[src/rtl/permute_pipe.sv]
// Lane permutation pipeline: scatter or gather routing of N lanes of W bits,
// with valid/ready flow control, per-beat selector error flag, sticky error
// and an output handshake counter.

`ifndef P
`define P 2
`endif
`ifndef MAP
`define MAP 3
`endif

module permute_pipe #(
    parameter int unsigned N      = 2 * `P,
    parameter int unsigned W      = 1,
    parameter int unsigned SELW   = `MAP,
    parameter int unsigned MODE   = 0,
    parameter int unsigned STAGES = 2
) (
    input  logic                clk,
    input  logic                rst_n,
    input  logic                in_valid,
    output logic                in_ready,
    input  logic [N*W-1:0]      in_bus,
    input  logic [N*SELW-1:0]   sel_bus,
    output logic                out_valid,
    input  logic                out_ready,
    output logic [N*W-1:0]      out_bus,
    output logic                out_err,
    output logic                err_sticky,
    input  logic                err_clr,
    output logic [15:0]         xfer_cnt
);

    logic [STAGES-1:0]  valid_q;
    logic [STAGES-1:0]  load;
    logic               ready_q;
    logic               out_fire;
    logic [15:0]        xfer_cnt_q;
    logic               err_sticky_q;

    // Permutation network source and result
    logic [N*W-1:0]     perm_src_data;
    logic [N*SELW-1:0]  perm_src_sel;
    logic [N*W-1:0]     perm_data;
    logic               perm_err;
    logic [SELW-1:0]    sel_j;
    int unsigned        idx_j;

    // Final stage contents
    logic [N*W-1:0]     last_data;
    logic               last_err;

    // Load enables ripple back from the output; stage 0 is also gated until
    // the first edge after reset so in_ready stays low through reset.
    always_comb begin
        load = '0;
        for (int k = int'(STAGES) - 1; k >= 0; k--) begin
            if (k == int'(STAGES) - 1) begin
                load[k] = ~valid_q[k] | out_ready;
            end else begin
                load[k] = ~valid_q[k] | load[k+1];
            end
        end
        load[0] = load[0] & ready_q;
    end

    // Stage valid bits and the post-reset acceptance enable.
    always_ff @(posedge clk or negedge rst_n) begin
        if (!rst_n) begin
            valid_q <= '0;
            ready_q <= 1'b0;
        end else begin
            ready_q <= 1'b1;
            if (load[0]) begin
                valid_q[0] <= in_valid;
            end
            for (int k = 1; k < int'(STAGES); k++) begin
                if (load[k]) begin
                    valid_q[k] <= valid_q[k-1];
                end
            end
        end
    end

    // Routing and selector checking; later lanes overwrite earlier ones so the
    // highest source lane wins a scatter collision.
    always_comb begin
        perm_data = '0;
        perm_err  = 1'b0;
        sel_j     = '0;
        idx_j     = 0;
        for (int j = 0; j < int'(N); j++) begin
            sel_j = perm_src_sel[j*SELW +: SELW];
            idx_j = 32'(sel_j);
            if (idx_j < N) begin
                if (MODE == 0) begin
                    perm_data[idx_j*W +: W] = perm_src_data[j*W +: W];
                    for (int k = 0; k < j; k++) begin
                        if (perm_src_sel[k*SELW +: SELW] == sel_j) begin
                            perm_err = 1'b1;
                        end
                    end
                end else begin
                    perm_data[j*W +: W] = perm_src_data[idx_j*W +: W];
                end
            end else begin
                perm_err = 1'b1;
            end
        end
    end

    generate
        if (STAGES == 1) begin : g_single
            assign perm_src_data = in_bus;
            assign perm_src_sel  = sel_bus;

            // Single stage: the permuted result is registered straight from the inputs.
            always_ff @(posedge clk or negedge rst_n) begin
                if (!rst_n) begin
                    last_data <= '0;
                    last_err  <= 1'b0;
                end else if (load[0]) begin
                    last_data <= perm_data;
                    last_err  <= perm_err;
                end
            end
        end else begin : g_multi
            logic [N*W-1:0]    s0_data_q;
            logic [N*SELW-1:0] s0_sel_q;
            logic [N*W-1:0]    pd_q [STAGES-1];
            logic              pe_q [STAGES-1];

            assign perm_src_data = s0_data_q;
            assign perm_src_sel  = s0_sel_q;
            assign last_data     = pd_q[STAGES-2];
            assign last_err      = pe_q[STAGES-2];

            // Stage 0 captures raw lanes and selectors; later stages carry the result.
            always_ff @(posedge clk or negedge rst_n) begin
                if (!rst_n) begin
                    s0_data_q <= '0;
                    s0_sel_q  <= '0;
                    for (int k = 0; k < int'(STAGES) - 1; k++) begin
                        pd_q[k] <= '0;
                        pe_q[k] <= 1'b0;
                    end
                end else begin
                    if (load[0]) begin
                        s0_data_q <= in_bus;
                        s0_sel_q  <= sel_bus;
                    end
                    if (load[1]) begin
                        pd_q[0] <= perm_data;
                        pe_q[0] <= perm_err;
                    end
                    for (int k = 2; k < int'(STAGES); k++) begin
                        if (load[k]) begin
                            pd_q[k-1] <= pd_q[k-2];
                            pe_q[k-1] <= pe_q[k-2];
                        end
                    end
                end
            end
        end
    endgenerate

    assign out_valid = valid_q[STAGES-1];
    assign out_bus   = last_data;
    assign out_err   = valid_q[STAGES-1] & last_err;
    assign in_ready  = load[0];
    assign out_fire  = out_valid & out_ready;

    // Output handshake bookkeeping; a new error outranks a same-cycle clear.
    always_ff @(posedge clk or negedge rst_n) begin
        if (!rst_n) begin
            xfer_cnt_q   <= 16'd0;
            err_sticky_q <= 1'b0;
        end else begin
            if (out_fire) begin
                xfer_cnt_q <= xfer_cnt_q + 16'd1;
            end
            if (out_fire && out_err) begin
                err_sticky_q <= 1'b1;
            end else if (err_clr) begin
                err_sticky_q <= 1'b0;
            end
        end
    end

    assign xfer_cnt   = xfer_cnt_q;
    assign err_sticky = err_sticky_q;

endmodule
[config.mk]
export PLATFORM = sky130hd
export DESIGN_NAME = permute_pipe
export DESIGN_NICKNAME = d
export VERILOG_FILES = /design/src/rtl/permute_pipe.sv
export SDC_FILE = /design/constraint.sdc
export NUM_CORES = 1
export LEC_CHECK = 0
export BUFFER_PORTS_ARGS = -buffer_cell sky130_fd_sc_hd__clkbuf_2
export CAP_MARGIN = 20
export CORE_MARGIN = 3
export CORE_UTILIZATION = 55
export CTS_CLUSTER_SIZE = 8
export DETAILED_ROUTE_END_ITERATION = 12
export HOLD_SLACK_MARGIN = 0.03
export MAX_ROUTING_LAYER = met4
export PLACE_DENSITY = 0.79
export SYNTH_ARGS = -nofsm -noshare
export SYNTH_HDL_FRONTEND = slang
export SYNTH_SLANG_ARGS = --single-unit
[constraint.sdc]
create_clock -name clk -period 3.1 [get_ports clk]
set_clock_uncertainty 0.2 [all_clocks]
set_input_delay 0.93 -clock clk [delete_from_list [all_inputs] [get_ports clk]]
set_output_delay 0.93 -clock clk [all_outputs]
set_load 0.02 [all_outputs]
==> results of run 1 <==
[cell usage in the layout, fill, tap and decap left out, types with 5 or more instances in the layout]
cell type,count
nor3_1,5
nor2_1,5
nand4_1,6
nand3_1,9
xnor2_1,13
clkbuf_2,44
nand2_1,25
ha_1,15
o21ai_0,9
o21ai_1,10
inv_1,16
xor2_1,14
dfrtp_1,41
clkbuf_8,6
[path summary, 6_finish.rpt]
| path | from | slack [ns] | cells after the start | end |
|---|---|---|---|---|
| min in group asynchronous | rst_n | 0.36 | 1 | xfer_cnt[6]$_DFFE_PN0P_ |
| max reg2reg | g_multi.s0_sel_q[6]$_DFFE_PN0P_ | 0.50 | 7 | out_bus[0]$_DFFE_PN0P_ |
| min | xfer_cnt[15]$_DFFE_PN0P_ | 0.27 | 1 | xfer_cnt[15]$_DFFE_PN0P_ |
| max in group asynchronous | rst_n | 1.67 | 2 | xfer_cnt[13]$_DFFE_PN0P_ |
| max | out_ready | 0.42 | 4 | in_ready |
| min reg2reg | xfer_cnt[15]$_DFFE_PN0P_ | 0.27 | 1 | xfer_cnt[15]$_DFFE_PN0P_ |
[cells in the mapped netlist (all sizes together), types with 3 or more instances]
cell,n
dfrtp,41
nand2,26
o21ai,19
inv,17
ha,15
xor2,14
xnor2,13
nand3,9
buf,7
nand4,6
clkbuf,5
nor2,5
nor3,5
nor4,5
mux2,4
nand3b,4
nor2b,4
or4b,3
[worst max-delay path, delay by kind of cell]
kind | cells | cell delay [ns]
compound gates | 1 | 0.11
buf+inv | 2 | 0.28
simple gates | 1 | 0.23
[routing by layer]
| metal | GRT usage, % | part of all wire [%] |
|---|---|---|
| met1 | 28.9 | 47 |
| met3 | 4.40 | 5.1 |
| met4 | 6.89 | 2.2 |
| met2 | 31.9 | 46 |
| met5 | - | 0 |
[sequential cells by signal, indices dropped and copies added (netlist names)]
name,count
g_multi.s0_data_q,4
g_multi.pe_q,1
out_bus,4
g_multi.s0_sel_q,12
valid_q,2
xfer_cnt,16
ready_q,1
err_sticky,1
[kinds of logic (layout without fill, tap and decap cells)]
| kind of cell | count (synthesis) | in the layout | share of synthesized area, % |
|---|---|---|---|
| AND/OR/NAND/NOR | 83 | 83 | 20.8 |
| flip-flops | 41 | 41 | 44.0 |
| AO/OA/AOI/OAI | 35 | 35 | 9.49 |
| buffers and inverters | 29 | 72 | 5.47 |
| XOR/XNOR | 27 | 27 | 10.1 |
| adder cells (fa/ha/maj) | 15 | 15 | 8.04 |
| multiplexers | 4 | 4 | 1.93 |
| other | 1 | 1 | 0.161 |
[final cells by class]
type / instances / share of cell area, %
clock buffers: 6 / 3.06
clock inverters: 2 / 1.39
inverters: 17 / 2.46
multi-input cells: 165 / 43.7
flip-flops and latches: 41 / 38.0
well taps: 50 / 2.32
repair buffers: 47 / 9.00
[per-stage QoR]
stage / setup WS [ns] / hold WS (ns)
global route: 0.287 / 0.314
floorplan: 0.412 / 0.270
detailed placement: 0.429 / 0.266
finish: 0.423 / 0.271
global placement: 0.439 / 0.260
CTS: 0.431 / 0.277
[power breakdown]
part	internal (uW)	switching, uW	total, uW
registers	624	127	751
clock network	262	185	447
logic	213	295	508
==> metrics.csv, run 1 <==
metric;value;unit
p_leak;0.00131;uW
slowest_delay;0.23;ns
syn_to_final_growth;15.6;%
diodes;0;
cts.sinks;41;
cts_hold_buf;0;
pin_count;45;
seqCellArea;0.00103;sq mm
tightest_slew;0.537;ns
fp.dieH;71.1;microns
clk-insertion-delay-late;0.29;ns
critPathCaptureType;primary output;
grt_max_degree;32;
antenna_found_initial;0;
hold_viol_final;0;
worstHoldPathType;register to register;
ys.warnings.count;0;
synthFlopType;dfrtp_1;
yosysSeqAreaShare;44.0;%
grt_pass1_wl;8230;microns
power.density;633;mW/mm^2
run_status;finished clean;
place_hpwl;3650;microns
multi_input_area;0.00118;sq mm
finish.instance_area;0.00270;sq mm
crit_chain;clkbuf_2, nor2b_1, a21boi_2, clkbuf_2;
place_inst;320;
numCtsBuffers;5;
total_power;1710;uW
ys_top_cells_by_area;dfrtp_1 44%, ha_1 8.0%, xor2_1 5.3%, xnor2_1 4.9%, nand2_1 4.0%;
cts_resized;0;
clockRootBuffer;clkbuf_8;
finalNonFillerCells;328;
dieArea;0.00506;sq mm
synth.top_cell.area_share;44.0;%
post-route-period-util;86.4;%
coreArea;0.00406;sq mm
postSynth.asyncResetShare;100;%
synth-seq-cells;41;
crit_required;1.97;ns
gp_congestion;0.892;
cp-start-kind;input port;
crit_fanout;6;
cpMostUsedCell;clkbuf_2;
cts.clk_slew.worst_paths;0.08;ns
drc;0;
max_freq;374;MHz
drive_above_1_share;22.3;%
overflow;0;
cpMaxStageDelayCell;nor2b_1;
critPathArrivalTime;1.55;ns
h-tree-depth;2;
port-buffer-count;44;
detail_route.vias_per_cell;5.61;
vdd_drop_max;0.306;mV
routedWlPerCell;14.9;microns
initial_utilization;57.5;%
slew_viol_final;0;
finalSetupViolations;0;
final.fill_count;349;
grt_pass1_vias;1774;
cts_setup_buffers;0;
rsz0062_at_grt;no;
die_w;71.1;microns
drt-total-wl;4870;microns
post-route-util;66.5;%
clockBufferDepth;2;
drtPass1Iterations;4;
ys_types;48;
synth_nets;271;
drtIter0Drc;158;
synth_edf_count;0;
row_count;23;
dpl-instance-area;0.00258;sq mm
antenna_left;0;
synth_top_cell_by_area;dfrtp_1;
grt_usage;21.3;%
vias;1840;
syn_area;0.00233;sq mm
relSlewSlack;63.9;%
cts_tree;built;
fin_nets;313;
period_minus_slack;2.68;ns
max_cap_violations;0;
post_synth_inst_count;235;
setup_tns;0;ns
setup.worst_path.class;input port to primary output;
synth.avg_cell_area;9.93;sq um
(Power assumes the default switching activity.)
==> run 2, diff against run 1 <==
==> constraint.sdc (replaced) <==
create_clock -name clk -period 3.1 [get_ports clk]
set_clock_uncertainty 0.2 [all_clocks]
set_input_delay 0.93 -clock clk [delete_from_list [all_inputs] [get_ports clk]]
set_output_delay 0.93 -clock clk [all_outputs]
set_load 0.1 [all_outputs]
==> run 2 against run 1 <==
Sequential power hardly changed. Total power is 21% higher. Critical path depth unchanged.
==> metrics.csv, run 2 (synthesis gave the netlist of run 1 again) <==
metric;value;unit;change
period_minus_slack;2.72;ns;+0.0387 ns
dieArea;0.00506;sq mm;unchanged
drt-total-wl;4720;microns;-3.1%
numCtsBuffers;5;;unchanged
power.density;761;mW/mm^2;+20%
setup.worst_path.class;input port to primary output;;
post-route-util;66.9;%;+0.37 points
final_common_cell;clkbuf_2;;
vias;1792;;-2.6%
crit_fanout;6;;unchanged
critPathArrivalTime;1.59;ns;+0.04 ns
worst_slack;0.384;ns;-0.0387 ns
max_cap_violations;0;;unchanged
place_ws;0.392;ns;-0.0374 ns
final_cell_mix;43 x clkbuf_2, 41 x dfrtp_1, 25 x nand2_1;;
finalSetupViolations;0;;unchanged
largest_reg_flops;16;;unchanged
detail_route.vias_per_cell;5.46;;-2.6%
grt_max_degree;32;;unchanged
grt_pass1_vias;1705;;-3.9%
cp-start-kind;input port;;
drc;0;;unchanged
cts_setup_buffers;0;;unchanged
setup_tns;0;ns;unchanged
syn_to_final_growth;16.2;%;
grt_usage;20.8;%;-0.49 points
clk-insertion-delay-late;0.30;ns;about the same
p_leak;0.00131;uW;+0.38%
worstHoldPathType;register to register;;
slew_viol_final;0;;unchanged
fp.dieH;71.1;microns;unchanged
grt_pass1_wl;8080;microns;-1.8%
cts_tree;built;;
antenna_found_initial;0;;unchanged
fin_nets;313;;unchanged
critPathTopFamily;buffers and inverters;;
cts.clk_slew.worst_paths;0.08;ns;about the same
h-tree-depth;2;;unchanged
place_hpwl;3600;microns;-1.3%
cpMaxStageDelayCell;a21boi_2;;
final.fill_count;338;;-3.2%
clockBufferDepth;2;;unchanged
initial_utilization;57.5;%;unchanged
pin_count;45;;unchanged
vdd_drop_max;0.393;mV;+28%
critPathBufInv;2;;unchanged
port-buffer-count;44;;unchanged
rsz0062_at_grt;no;;
hold_viol_final;0;;unchanged
drtPass1Iterations;6;;+2
diodes;0;;unchanged
cts.sinks;41;;unchanged
drive_above_1_share;22.3;%;unchanged
row_count;23;;unchanged
antenna_left;0;;unchanged
crit_chain;clkbuf_2, nor2b_1, a21boi_2, buf_12;;
run_status;finished clean;;
crit_required;1.97;ns;about the same
die_w;71.1;microns;unchanged
coreArea;0.00406;sq mm;unchanged
cts_hold_buf;0;;unchanged
drtIter0Drc;140;;-11%
clockRootBuffer;clkbuf_8;;
cts_resized;0;;unchanged
holdWs;0.273;ns;+0.00224 ns
overflow;0;;unchanged
total_power;2070;uW;+21%
routedWlPerCell;14.4;microns;-3.1%
gp_congestion;0.892;;about the same
slowest_delay;0.22;ns;about the same
max_freq;368;MHz;-1.4%
relSlewSlack;58.4;%;-5.5 points
post-route-period-util;87.6;%;+1.2 points
critPathCaptureType;primary output;;
tightest_slew;0.608;ns;+0.0707 ns
## run 2: changes by cell type in the layout (fill, tap and decap cells not counted)
cell and change:
buf_12 +1, clkbuf_2 -1
## run 2: final timing paths
path / from / endpoint / slack, ns / cells after the start
max in group asynchronous: rst_n / g_multi.s0_sel_q[5]$_DFFE_PN0P_ / 1.69 / 2
min reg2reg: xfer_cnt[15]$_DFFE_PN0P_ / xfer_cnt[15]$_DFFE_PN0P_ / 0.27 / 1
max reg2reg: g_multi.s0_sel_q[3]$_DFFE_PN0P_ / out_bus[2]$_DFFE_PN0P_ / 0.52 / 7
max: out_ready / in_ready / 0.38 / 4
min: xfer_cnt[15]$_DFFE_PN0P_ / xfer_cnt[15]$_DFFE_PN0P_ / 0.27 / 1
min in group asynchronous: rst_n / xfer_cnt[6]$_DFFE_PN0P_ / 0.35 / 1
## run 2: area by class of cell
class	count	area (sq um)	area share [%]
Clock inverter	2	37.5	1.38
Inverter	17	66.3	2.44
Sequential cell	41	1030	37.8
Clock buffer	6	82.6	3.04
Multi-Input combinational cell	165	1180	43.5
Tap cell	50	62.6	2.31
Timing Repair Buffer	47	258	9.50
## run 2: through the flow
stage	cells	cell area (sq um)
2_1_floorplan	235	2330
3_3_place_gp	320	2590
3_5_place_dp	320	2590
4_1_cts	328	2710
5_1_grt	328	2710
6_report	328	2710
## run 2: worst reg2reg max path: stages (launching register included)
cell	delay, ns
dfrtp_1	0.55
inv_1	0.14
ha_1	0.22
ha_1	0.32
nand3b_1	0.10
or4_1	0.52
a221o_1	0.35
o2111ai_1	0.09
## run 2: where the power goes
group / switching, uW / leakage [uW] / internal (uW)
registers: 125 / 0.000515 / 624
logic: 648 / 0.000740 / 215
clock network: 191 / 0.0000574 / 262
total: 964 / 0.00131 / 1100
## run 2: routing by layer
layer	routed length (microns)	global-route usage, %	part of all wire, %
met5	0	-	0
met4	72	6.89	1.5
met3	254	4.26	5.4
met2	2170	29.7	46
met1	2230	29.5	47
==> run 3, diff against run 2 <==
--- a/config.mk
+++ b/config.mk
@@ -7,13 +7,15 @@
 export LEC_CHECK = 0
 export BUFFER_PORTS_ARGS = -buffer_cell sky130_fd_sc_hd__clkbuf_2
 export CAP_MARGIN = 20
+export CELL_PAD_IN_SITES_DETAIL_PLACEMENT = 2
+export CELL_PAD_IN_SITES_GLOBAL_PLACEMENT = 2
 export CORE_MARGIN = 3
-export CORE_UTILIZATION = 55
+export CORE_UTILIZATION = 34
 export CTS_CLUSTER_SIZE = 8
 export DETAILED_ROUTE_END_ITERATION = 12
 export HOLD_SLACK_MARGIN = 0.03
 export MAX_ROUTING_LAYER = met4
-export PLACE_DENSITY = 0.79
+export PLACE_DENSITY_LB_ADDON = 0.1
 export SYNTH_ARGS = -nofsm -noshare
 export SYNTH_HDL_FRONTEND = slang
 export SYNTH_SLANG_ARGS = --single-unit
==> run 3 against run 2 <==
Count of clock-buffer cells in the layout is the same. Non-clock buffer count is the same. Maximum frequency shrank 2.0%. Clock power down 23%. Total power shrank 3.7%. Via count up 2.0%. First-iteration DRC count decreased by 75%. Wire length increased by 27%. Cell count is 8.2% higher. Combinational power up 2%. Largest cell class unchanged.
==> metrics.csv, run 3 (synthesis gave the netlist of run 1 again) <==
metric;value;unit;change
drtIter0Drc;35;;-75%
drtPass1Iterations;4;;-2
cts_hold_buf;0;;unchanged
drt-total-wl;5970;microns;+27%
tightest_slew;0.567;ns;-0.0413 ns
max_cap_violations;0;;unchanged
setup.worst_path.class;input port to primary output;;
relSlewSlack;61.2;%;+2.8 points
grt_max_degree;42;;+31%
coreArea;0.00649;sq mm;+60%
cts.clk_slew.worst_paths;0.08;ns;about the same
final_common_cell;clkbuf_2;;
critPathCaptureType;primary output;;
detail_route.vias_per_cell;5.15;;-5.8%
max_freq;361;MHz;-2.0%
place_hpwl;4630;microns;+29%
p_comb_share;44.4;%;+2.6 points
hold_viol_final;0;;unchanged
internal_power;998;uW;-9.4%
pin_count;45;;unchanged
period_minus_slack;2.77;ns;+0.0547 ns
vdd_drop_max;0.312;mV;-21%
drive_above_1_share;21.9;%;-0.36 points
pwr-share-seq;38.1;%;+1.8 points
net-switching-power;990;uW;+2.7%
cpMaxStageDelayCell;a21boi_2;;
final_cell_mix;43 x clkbuf_2, 41 x dfrtp_1, 25 x nand2_1;;
critPathArrivalTime;1.64;ns;+0.05 ns
slowest_delay;0.27;ns;+0.05 ns
routedWlPerCell;16.8;microns;+17%
grt_pass1_vias;1876;;+10%
place_inst;347;;+8.4%
finalSetupViolations;0;;unchanged
setup_tns;0;ns;unchanged
diodes;0;;unchanged
fp.dieH;88.8;microns;+25%
clockRootBuffer;clkbuf_8;;
min_to;xfer_cnt[15]$_DFFE_PN0P_;;
power.density;734;mW/mm^2;-3.6%
total_power;1990;uW;-3.7%
cts_tree;built;;
multi_input_area;0.00118;sq mm;unchanged
antenna_found_initial;0;;unchanged
fin_nets;313;;unchanged
gp_congestion;0.816;;-8.5%
crit_chain;clkbuf_2, nor2b_1, a21boi_2, buf_12;;
row_count;29;;+26%
swShare;49.8;%;+3.1 points
overflow;0;;unchanged
cts_setup_buffers;0;;unchanged
hold_path.startpoint;xfer_cnt[15]$_DFFE_PN0P_;;
worst_slack;0.329;ns;-0.0547 ns
rsz0062_at_grt;no;;
h-tree-depth;2;;unchanged
dieArea;0.00789;sq mm;+56%
crit_required;1.97;ns;about the same
largest_reg_flops;16;;unchanged
slew_viol_final;0;;unchanged
grt_pass1_wl;9790;microns;+21%
crit_fanout;6;;unchanged
r2r-start;g_multi.s0_sel_q[3]$_DFFE_PN0P_;;
cp-start-kind;input port;;
regToRegEndpoint;out_bus[2]$_DFFE_PN0P_;;
numCtsBuffers;5;;unchanged
die_w;88.8;microns;+25%
syn_to_final_growth;16.1;%;
clk-insertion-delay-late;0.30;ns;about the same
cts.sinks;41;;unchanged
port-buffer-count;44;;unchanged
r2r_cells;7;;unchanged
initial_utilization;35.9;%;-22 points
clkPwrFrac;17.5;%;-4.4 points
finalNonFillerCells;355;;+8.2%
drc;0;;unchanged
vias;1827;;+2.0%
worstHoldPathType;register to register;;
seqCellArea;0.00103;sq mm;unchanged
antenna_left;0;;unchanged
final.fill_count;746;;+120%
hold_depth;1;;unchanged
r2r_setup_slack;0.49;ns;-0.03 ns
post-route-period-util;89.4;%;+1.8 points
run_status;finished clean;;
grt_usage;16.9;%;-3.8 points
cts_resized;0;;unchanged
place_ws;0.325;ns;-0.0671 ns
clockBufferDepth;2;;unchanged
p_leak;0.00130;uW;-0.95%
## run 3: how the worst max path moves through the flow
stage / cells past startpoint / startpoint / slack [ns] / endpoint
4_1_cts: 4 / out_ready / 0.31 / in_ready
5_1_grt: 4 / out_ready / 0.28 / in_ready
6_report: 4 / out_ready / 0.33 / in_ready
3_3_place_gp: 4 / out_ready / 0.34 / in_ready
2_1_floorplan: 4 / valid_q[1]$_DFFE_PN0P_ / 0.05 / in_ready
3_5_place_dp: 4 / out_ready / 0.32 / in_ready
## run 3: worst max-delay path, delay by kind of cell
| family | cells | cell delay (ns) |
|---|---|---|
| buffers and inverters | 2 | 0.36 |
| AOI/OAI and AO/OA | 1 | 0.27 |
| and+or+nand+nor | 1 | 0.08 |
## run 3: layout make-up
type | count | share of cell area, %
clock inverter | 2 | 0.370
tap | 77 | 3.56
timing repair buffer | 47 | 9.51
inverter | 17 | 2.45
clock buffer | 6 | 2.68
sequential | 41 | 37.9
multi-input combinational | 165 | 43.6
## run 3: metal layers
layer  routed length, microns  track usage [%]  up-vias
li1                         -                -      896
met2                     2680             24.3       30
met1                     3040             24.4      897
met3                      194             3.07        4
met4                       57             4.53        0
met5                        0                -        -
## run 3: power by group through the flow
stage	logic, uW	registers [uW]	clock network [uW]
floorplan	356	1100	0
global placement	869	762	0
detailed placement	892	769	0
CTS	895	758	366
global route	951	778	383
finish	883	757	348
## run 3: per-stage QoR
step / area [sq um] / hold slack [ns] / util [%]
after global placement: 2630 / 0.268 / 40.4
after CTS: 2710 / 0.286 / 41.7
after detailed placement: 2630 / 0.274 / 40.4
after floorplan: 2330 / 0.270 / -
final: 2710 / 0.275 / 41.7
after global routing: 2710 / 0.307 / 41.7
